`src/rtl/klingon_scan_display.sv`:
```
// Multiplexed Klingon-glyph display driver: holding register, prescaled digit scan
// with dead time, optional leading-zero blanking and a frame-start pulse.
module klingon_scan_display #(
  parameter int NUM_DIGITS = 4,
  parameter int PRESCALE   = 1000,
  parameter int DEAD       = 2
) (
  input  logic                    clk,
  input  logic                    reset_n,
  input  logic [4*NUM_DIGITS-1:0] D,
  input  logic                    load,
  input  logic                    lzb,
  output logic [6:0]              Y,
  output logic [NUM_DIGITS-1:0]   AN,
  output logic                    frame
);

  localparam int CW = (PRESCALE > 1) ? $clog2(PRESCALE) : 1;
  localparam int IW = (NUM_DIGITS > 1) ? $clog2(NUM_DIGITS) : 1;
  localparam logic [CW-1:0] CNT_LAST = CW'(PRESCALE - 1);
  localparam logic [IW-1:0] IDX_LAST = IW'(NUM_DIGITS - 1);

  logic [CW-1:0]           cnt;
  logic [IW-1:0]           idx;
  logic [4*NUM_DIGITS-1:0] h;
  logic                    dead;
  logic                    lead_zero;
  logic                    blank_lz;
  logic [3:0]              code;

  function automatic logic [6:0] glyph(input logic [3:0] c);
    case (c)
      4'd0:    glyph = 7'b1111110;
      4'd1:    glyph = 7'b1000000;
      4'd2:    glyph = 7'b1000001;
      4'd3:    glyph = 7'b1001001;
      4'd4:    glyph = 7'b0100011;
      4'd5:    glyph = 7'b0011101;
      4'd6:    glyph = 7'b0100101;
      4'd7:    glyph = 7'b0010011;
      4'd8:    glyph = 7'b0110110;
      4'd9:    glyph = 7'b0110111;
      default: glyph = 7'b0000000;
    endcase
  endfunction

  // Split on DEAD so a zero dead time never produces a constant unsigned compare.
  generate
    if (DEAD == 0) begin : g_no_dead
      always_comb dead = 1'b0;
    end else begin : g_dead
      localparam logic [CW-1:0] DEAD_C = CW'(DEAD);
      always_comb dead = (cnt < DEAD_C);
    end
  endgenerate

  always_comb begin
    lead_zero = 1'b1;
    for (int unsigned k = 0; k < NUM_DIGITS; k++) begin
      if ((IW'(k) >= idx) && (h[4*k +: 4] != 4'd0)) lead_zero = 1'b0;
    end
    code     = h[{idx, 2'b00} +: 4];
    blank_lz = lzb && (idx != '0) && lead_zero;
  end

  always_ff @(posedge clk or negedge reset_n) begin
    if (!reset_n) begin
      cnt   <= '0;
      idx   <= '0;
      h     <= '0;
      frame <= 1'b0;
      AN    <= '1;
      Y     <= '0;
    end else begin
      if (load) h <= D;

      if (cnt == CNT_LAST) begin
        cnt <= '0;
        idx <= (idx == IDX_LAST) ? '0 : idx + 1'b1;
      end else begin
        cnt <= cnt + 1'b1;
      end

      frame <= (cnt == CNT_LAST) && (idx == IDX_LAST);

      if (dead) begin
        AN <= '1;
        Y  <= '0;
      end else begin
        AN <= ~(NUM_DIGITS'(1) << idx);
        Y  <= blank_lz ? '0 : glyph(code);
      end
    end
  end

endmodule

```
`config.mk`:
```
export PLATFORM = sky130hd
export DESIGN_NAME = klingon_scan_display
export DESIGN_NICKNAME = d
export VERILOG_FILES = /design/src/rtl/klingon_scan_display.sv
export SDC_FILE = /design/constraint.sdc
export NUM_CORES = 1
export LEC_CHECK = 0
export BUFFER_PORTS_ARGS = -buffer_cell sky130_fd_sc_hd__buf_2
export CAP_MARGIN = 20
export CORE_MARGIN = 2
export CORE_UTILIZATION = 30
export DETAILED_ROUTE_END_ITERATION = 10
export SLEW_MARGIN = 5
export SYNTH_ARGS = -nofsm -noshare
export SYNTH_HDL_FRONTEND = slang
export SYNTH_SLANG_ARGS = --single-unit
```
`constraint.sdc`:
```
create_clock -name clk -period 2.5 [get_ports clk]
set_input_delay 0.75 -clock clk [delete_from_list [all_inputs] [get_ports clk]]
set_output_delay 0.75 -clock clk [all_outputs]
set_load 0.02 [all_outputs]
```
==> metrics.md, run 1 <==
| Metric | Value |
|---|---|
| Outcome | `completed` |
| Slowest-stage cell, CP | `mux4_2` |
| Finished Layout Cells | `260` |
| Clock share of power | `0.392` |
| Sw Ratio | `0.223` |
| Setup crit start kind | `flop` |
| Clock sinks | `40` |
| Cell Area, Synth | `1850 um^2` |
| IO Port Bufs | `31` |
| Max-capacitance violation count | `0` |
| Largest family of logic cells by synthesized area | `multiplexers` |
| M2 GR Usage | `0.154` |
| Initial antenna violation count | `0` |
| Cts repair resizes | `0` |
| Overall track demand over capacity in global routing | `0.106` |
| Post-CTS setup buffers | `0` |
| Initial Utilization | `0.311` |
| Placer Congestion | `around 0.77` |
| Crit-path cells | `mux4_2 > inv_1 > ha_1 > nor2_1 > a211o_1 > a21oi_1` |
| Diode count | `0` |
| Power per cell area | `between 600 and 700 nW/um^2` |
| Cell accounting for the most synthesized area | `dfrtp_1` |
| Async set-reset flop share out of synthesis | `1.00` |
| Vias/cell | `4.61` |
| Setup TNS | `0 ns` |
| Unrepaired setup endpoints after global routing | `no` |
| Worst-margin pin slew | `~0.49 ns` |
| Inst Count DP | `252` |
| Yosys warning count | `0` |
| Fraction of layout cells with a size suffix above 1 | `0.395` |
| Core area | `about 6000 um^2` |
| GR peak layer | `met2` |
| Max FO, Critical Path | `10` |
| EDFF count, synth | `0` |
| CTS tree | `yes` |
| Period utilization | `0.821` |
| GRT Residual Overflow | `0` |
| Largest net degree at the start of global routing | `slightly above 40` |
| Vias in the first global route | `about 1200` |
| Crit-path max cell delay | `between 0.6 and 0.7 ns` |
| Site Rows | `28` |
| CTS Hold Buffers Added | `0` |
| Main synth FF type | `dfrtp_1` |
| Yosys top cell area share | `0.486` |
| Area occupied by multi-input gates | `slightly above 800 um^2` |
| Register bit count reported by yosys | `40` |
| VDD IR max | `around 0.00031 V` |
| Die width | `just over 80 um` |
| Post-Synth Simple-Gate Area | `0.140` |
| Crit path time final | `2.05 ns` |
| First-pass GRT wire length | `5.36 mm` |
| Hold Path Class | `flop to flop` |
| Buf/Inv on CP | `1` |
| Hold violation count in the final report | `0` |
| Wirelength per Cell | `12.2 um` |
| CP Capture Type | `flop` |
| Worst Clk Skew | `around 0.0086 ns` |
| DP Wirelength | `around 2.4 mm` |
| Seq pwr share | `0.496` |
| Fin. max-slew vios | `0` |
| Compound-Gate Fraction of Synth Area | `0.0412` |
| Routed via count | `approximately 1200` |
| GR Util met1 | `0.149` |
| Post-synthesis xor/xnor area fraction | `0.0331` |
| Max-Slew Margin vs Limit | `0.671` |
| Logic pwr share | `0.112` |
| Syn nets | `176` |
| Filler cell count | `604` |
| Final setup vio count | `0` |
| Synth Area in Adders | `0.0607` |
| CTS max path bufs | `2` |
| Arrival time at the worst endpoint | `around 2.3 ns` |
| Static Leak | `about 0.001 uW` |
| Layout Area Growth over Synthesis | `20.0%` |
| Hold_ws | `between 0.4 and 0.5 ns` |
| Main area contributors after synthesis | `dfrtp_1, mux2_2, ha_1, dfstp_2, mux4_2` |
| Residual DRC | `0` |
| Final #Nets | `about 210` |
| Routed Antenna Nets | `0` |
| Critical path depth in cells | `6` |
| H-tree depth | `2` |
| Critical path's top delay family | `multiplexers` |
| Die area | `between 6000 and 7000 um^2` |
| CTS root buffer | `clkbuf_8` |
| F_max | `roughly 0.5 GHz` |
| Mapped Cells | `around 150` |
| DRT Pass-1 Iters | `4` |
| Tot Pwr | `approximately 1400 uW` |
| Seq/Total Area, Yosys | `0.543` |
| Reg area | `~1000 um^2` |
| Mux cell area share after synthesis | `0.162` |
| Net load switching power | `321 uW` |
| DRT Wirelength | `roughly 3.2 mm` |
| Met3 usage | `0.0239` |
| Crit Path Class | `flop to flop` |
| Num CTS Buffers | `5` |
| Reg2reg path depth | `6` |
| Cell count of the worst hold path | `1` |
| Iteration-0 DRC Markers | `63` |
| Chip height | `82.6 um` |
| Cell-internal power | `around 1100 uW` |
| Final Util | `0.374` |
| Synth unique cells | `36` |
| Worst-Skew Late Latency | `0.28 ns` |
| Worst-path clk slew | `0.08 ns` |
| Synth Area per Inst | `12.6 um^2` |
| Worst Path Required | `2.70 ns` |
| I/O Pins | `32` |
power groups by stage:
stage,Clock (uW),Sequential [uW],Combinational (uW)
2_1_floorplan,0,742,81.7
3_5_place_dp,0,727,164
4_1_cts,587,714,164
3_3_place_gp,0,727,161
6_report,564,714,161
5_1_grt,605,720,180
cells in the final DEF, fill, tap and decap left out, drive strengths merged:
cell     synthesis  routed
mux2            18      18
and2b            1       1
o22ai            1       1
a211o            1       1
nor4             4       4
nand3            5       5
and2             2       2
a2bb2oi          1       1
xor2             3       3
ha               9       9
inv              5       5
clkbuf           1       7
dfrtp           36      36
nand3b           1       1
a21oi            7       7
nand4            1       1
nand2           10      10
o21bai           1       1
nor2b            3       3
or3              2       2
nor2            12      12
bufinv           0       1
dfstp            4       4
buf              2      33
and3             1       1
nor3             5       5
o21ai            2       2
mux4             4       4
nand2b           1       1
xnor2            4       4
sequential cells by signal, indices dropped and copies added, names as in the netlist:
name / count
Y: 7
AN: 4
idx: 2
frame: 1
cnt: 10
h: 16
Yosys cell counts, types with 2 or more instances:
cell type	count
dfrtp_1	36
mux2_2	16
nor2_1	12
nand2_1	10
ha_1	9
a21oi_1	7
inv_1	5
dfstp_2	4
mux4_2	4
nand3_1	4
nor3_1	4
nor4_1	4
xnor2_1	4
nor2b_1	3
xor2_1	3
mux2_4	2
cell families after synthesis:
kind of cell | after synthesis
AND/OR/NAND/NOR | 48
flip-flops | 40
multiplexers | 22
AO/OA/AOI/OAI | 13
adder cells (fa/ha/maj) | 9
buffers and inverters | 8
XOR/XNOR | 7
worst paths after layout:
check,slack (ns),start,to
max in group asynchronous,1.63,reset_n,AN[1]$_DFF_PN1_
hold reg to reg,0.46,cnt[0]$_DFF_PN0_,cnt[0]$_DFF_PN0_
min in group asynchronous,0.51,reset_n,cnt[0]$_DFF_PN0_
setup / recovery,0.45,idx[0]$_DFFE_PN0N_,Y[4]$_DFF_PN0_
hold / removal,0.46,cnt[0]$_DFF_PN0_,cnt[0]$_DFF_PN0_
setup reg to reg,0.45,idx[0]$_DFFE_PN0N_,Y[4]$_DFF_PN0_
per-layer routing:
layer,routed length [um],up-vias,part of all wire
met3,166,2,0.053
met1,1580,581,0.50
met5,0,-,0
met4,42,0,0.013
li1,-,588,-
met2,1380,28,0.44
worst reg2reg max path, delay by kind of cell, from the launching register on:
| family | cells | cell delay (ns) |
|---|---|---|
| simple gates | 1 | 0.05 |
| mux | 1 | 0.62 |
| fa+ha+maj | 1 | 0.17 |
| compound gates | 2 | 0.40 |
| buf+inv | 1 | 0.12 |
| flops | 1 | 0.60 |
stage by stage:
stage,worst slack (ns),area (um^2)
2_1_floorplan,0.664,1850
3_3_place_gp,0.549,2100
3_5_place_dp,0.481,2100
4_1_cts,0.437,2230
5_1_grt,0.287,2230
6_report,0.447,2230
area by class of cell:
class                   instances  area share
clock buffers                   7      0.0433
clock inverters                 1      0.0135
flip-flops and latches         40       0.452
multi-input cells              99       0.364
inverters                       5     0.00843
repair buffers                 33      0.0764
well taps                      75      0.0422
(Power assumes the default switching activity.)
==> inputs of run 2 (changes only) <==
==> constraint.sdc (replaced) <==
create_clock -name clk -period 2.1 [get_ports clk]
set_input_delay 0.63 -clock clk [delete_from_list [all_inputs] [get_ports clk]]
set_output_delay 0.63 -clock clk [all_outputs]
set_load 0.02 [all_outputs]
==> run 2 against run 1 <==
  * Clock-buffer cell count decreased by 2
  * Combinational power increased by 21%
  * Core utilization increased by 0.084 points
==> metrics.md, run 2 (synthesized netlist as in run 1, its figures left out) <==
| Metric | Value |
|---|---|
| Outcome | `completed` |
| Cell-internal power | `1270 uW (+13%)` |
| First-pass GRT wire length | `5.47 mm (+2.1%)` |
| I/O Pins | `32 (unchanged)` |
| Leading cell types in the layout, fill and taps excluded | `dfrtp_1, buf_2, mux2_2` |
| Post-CTS setup buffers | `0 (unchanged)` |
| CP Capture Type | `flop` |
| Reg with most FFs | `h` |
| Largest registers | `h x16, cnt x10, Y x7` |
| Final #Nets | `214 (+0.47%)` |
| Final Cell Area | `2230 um^2 (+0.23%)` |
| DRT Wirelength | `3.26 mm (+3.2%)` |
| Max-Slew Margin vs Limit | `0.683 (+0.0115)` |
| Clock sinks | `40 (unchanged)` |
| DP Wirelength | `2.51 mm (+6.1%)` |
| Initial Utilization | `0.311 (unchanged)` |
| Crit-path cells | `mux4_2 > inv_1 > ha_1 > nor2_1 > a211o_1 > a21oi_1` |
| Vias in the first global route | `1126 (-2.3%)` |
| Core area | `5960 um^2 (unchanged)` |
| Crit-path max cell delay | `0.60 ns (-0.02 ns)` |
| Die width | `82.6 um (unchanged)` |
| F_max | `0.522 GHz (+7.2%)` |
| GRT Residual Overflow | `0 (unchanged)` |
| Setup crit start kind | `flop` |
| Crit Path Class | `flop to flop` |
| Initial antenna violation count | `0 (unchanged)` |
| IO Port Bufs | `31 (unchanged)` |
| Clock share of power | `0.371 (-0.021)` |
| Worst-path clk slew | `0.08 ns (about the same)` |
| Worst Path Required | `2.31 ns (-0.39 ns)` |
| Wirelength per Cell | `12.5 um (+2.8%)` |
| CTS Hold Buffers Added | `0 (unchanged)` |
| Fraction of layout cells with a size suffix above 1 | `0.398 (+0.00325)` |
| Buf/Inv on CP | `1 (unchanged)` |
| CTS tree | `yes` |
| Hold Path Class | `input pin to asynchronous set/reset pin` |
| Net load switching power | `396 uW (+23%)` |
| Chip height | `82.6 um (unchanged)` |
| Site Rows | `28 (unchanged)` |
| Period utilization | `0.912 (+0.0909)` |
| Diode count | `0 (unchanged)` |
| Tot Pwr | `1660 uW (+15%)` |
| Critical path's top delay family | `multiplexers` |
| Vias/cell | `4.56 (-1.2%)` |
| DRT Pass-1 Iters | `4 (unchanged)` |
| VDD IR max | `0.000304 V (-1.7%)` |
| Unrepaired setup endpoints after global routing | `no` |
| Logic pwr share | `0.117 (+0.005)` |
| Crit path time final | `1.92 ns (-0.137 ns)` |
| Max reg flops | `16 (unchanged)` |
| Layout Area Growth over Synthesis | `20.3%` |
| Seq pwr share | `0.512 (+0.016)` |
| Static Leak | `0.00100 uW (about the same)` |
| Placer Congestion | `0.809 (+4.4%)` |
| Worst-Skew Late Latency | `0.29 ns (about the same)` |
| Final setup vio count | `0 (unchanged)` |
| Worst Clk Skew | `0.00939 ns (+0.000790 ns)` |
| Max FO, Critical Path | `5 (-5)` |
| Max-capacitance violation count | `0 (unchanged)` |
| H-tree depth | `2 (unchanged)` |
| Routed Antenna Nets | `0 (unchanged)` |
| Power per cell area | `744 nW/um^2 (+15%)` |
| Routed via count | `1189 (-0.83%)` |
| Filler cell count | `618 (+2.3%)` |
| Cts repair resizes | `0 (unchanged)` |
| Slowest-stage cell, CP | `mux4_2` |
| Residual DRC | `0 (unchanged)` |
| Iteration-0 DRC Markers | `59 (-6.3%)` |
| Die area | `6830 um^2 (unchanged)` |
| Fin. max-slew vios | `0 (unchanged)` |
| Num CTS Buffers | `5 (unchanged)` |
| Largest net degree at the start of global routing | `22 (-46%)` |
| Hold violation count in the final report | `0 (unchanged)` |
| Most common cell after layout, fill and taps aside | `dfrtp_1` |
| CTS root buffer | `clkbuf_8` |
| Sw Ratio | `0.238 (+0.0154)` |
| Overall track demand over capacity in global routing | `0.111 (+0.00554)` |
| Setup TNS | `0 ns (unchanged)` |
| Post-Place Cell Area | `2120 um^2 (+0.95%)` |
| Arrival time at the worst endpoint | `2.13 ns (-0.12 ns)` |
| Worst-margin pin slew | `0.473 ns (-0.0205 ns)` |
| CTS max path bufs | `2 (unchanged)` |
[run 2: cell count changes in the layout (fill, tap and decap cells not counted), sizes merged]
cell / delta
clkbuf: -2
buf: +1
clkinv: +1
clkinvlp: +1
[run 2: final cells by class]
class                      count  area [um^2]  share of cell area
clock inverter                 3         42.5              0.0191
multi-input combinational     99          811               0.363
clock buffer                   5         68.8              0.0308
inverter                       5         18.8             0.00841
timing repair buffer          34          190              0.0852
tap                           75         93.8              0.0421
sequential                    40         1010               0.451
[run 2: worst paths after layout]
path                                    startpoint               end  slack [ns]  cells after the start
worst max-delay path            idx[0]$_DFFE_PN0N_    Y[1]$_DFF_PN0_        0.18                      6
worst min-delay path                       reset_n  h[4]$_DFFE_PN0P_        0.28                      1
worst max register to register  idx[0]$_DFFE_PN0N_    Y[1]$_DFF_PN0_        0.18                      6
worst min register to register    cnt[0]$_DFF_PN0_  cnt[0]$_DFF_PN0_        0.46                      1
max in group asynchronous                  reset_n   AN[0]$_DFF_PN1_        1.26                      2
min in group clk                  cnt[0]$_DFF_PN0_  cnt[0]$_DFF_PN0_        0.46                      1
[run 2: power groups by stage]
stage	clock [uW]	combinational [uW]	sequential (uW)
after floorplan	0	97.3	883
after global placement	0	194	866
after detailed placement	0	198	866
after CTS	637	199	851
after global routing	684	218	856
final	616	195	850
[run 2: worst reg2reg max path, delay by kind of cell (launching register included)]
family / cells / cell delay [ns]
DFF: 1 / 0.50
and+or+nand+nor: 1 / 0.05
AOI/OAI and AO/OA: 2 / 0.40
muxes: 1 / 0.60
adders and majority gates: 1 / 0.17
buffers and inverters: 1 / 0.11
[run 2: per-stage QoR]
stage          cells  hold slack [ns]  worst slack, ns  utilization
2_1_floorplan    147            0.334            0.305            -
3_3_place_gp     253            0.437            0.249        0.356
3_5_place_dp     253            0.446            0.197        0.356
4_1_cts          261            0.298            0.166        0.375
5_1_grt          261            0.308           0.0449        0.375
6_report         261            0.284            0.184        0.375
[run 2: per-layer routing]
layer / vias to the layer above / share of wire / wire, um / GRT usage
met5: - / 0 / 0 / 0
met4: 0 / 0.025 / 83 / 0.0639
met3: 8 / 0.050 / 162 / 0.0293
met2: 31 / 0.43 / 1400 / 0.152
met1: 560 / 0.50 / 1620 / 0.158
li1: 590 / - / - / -
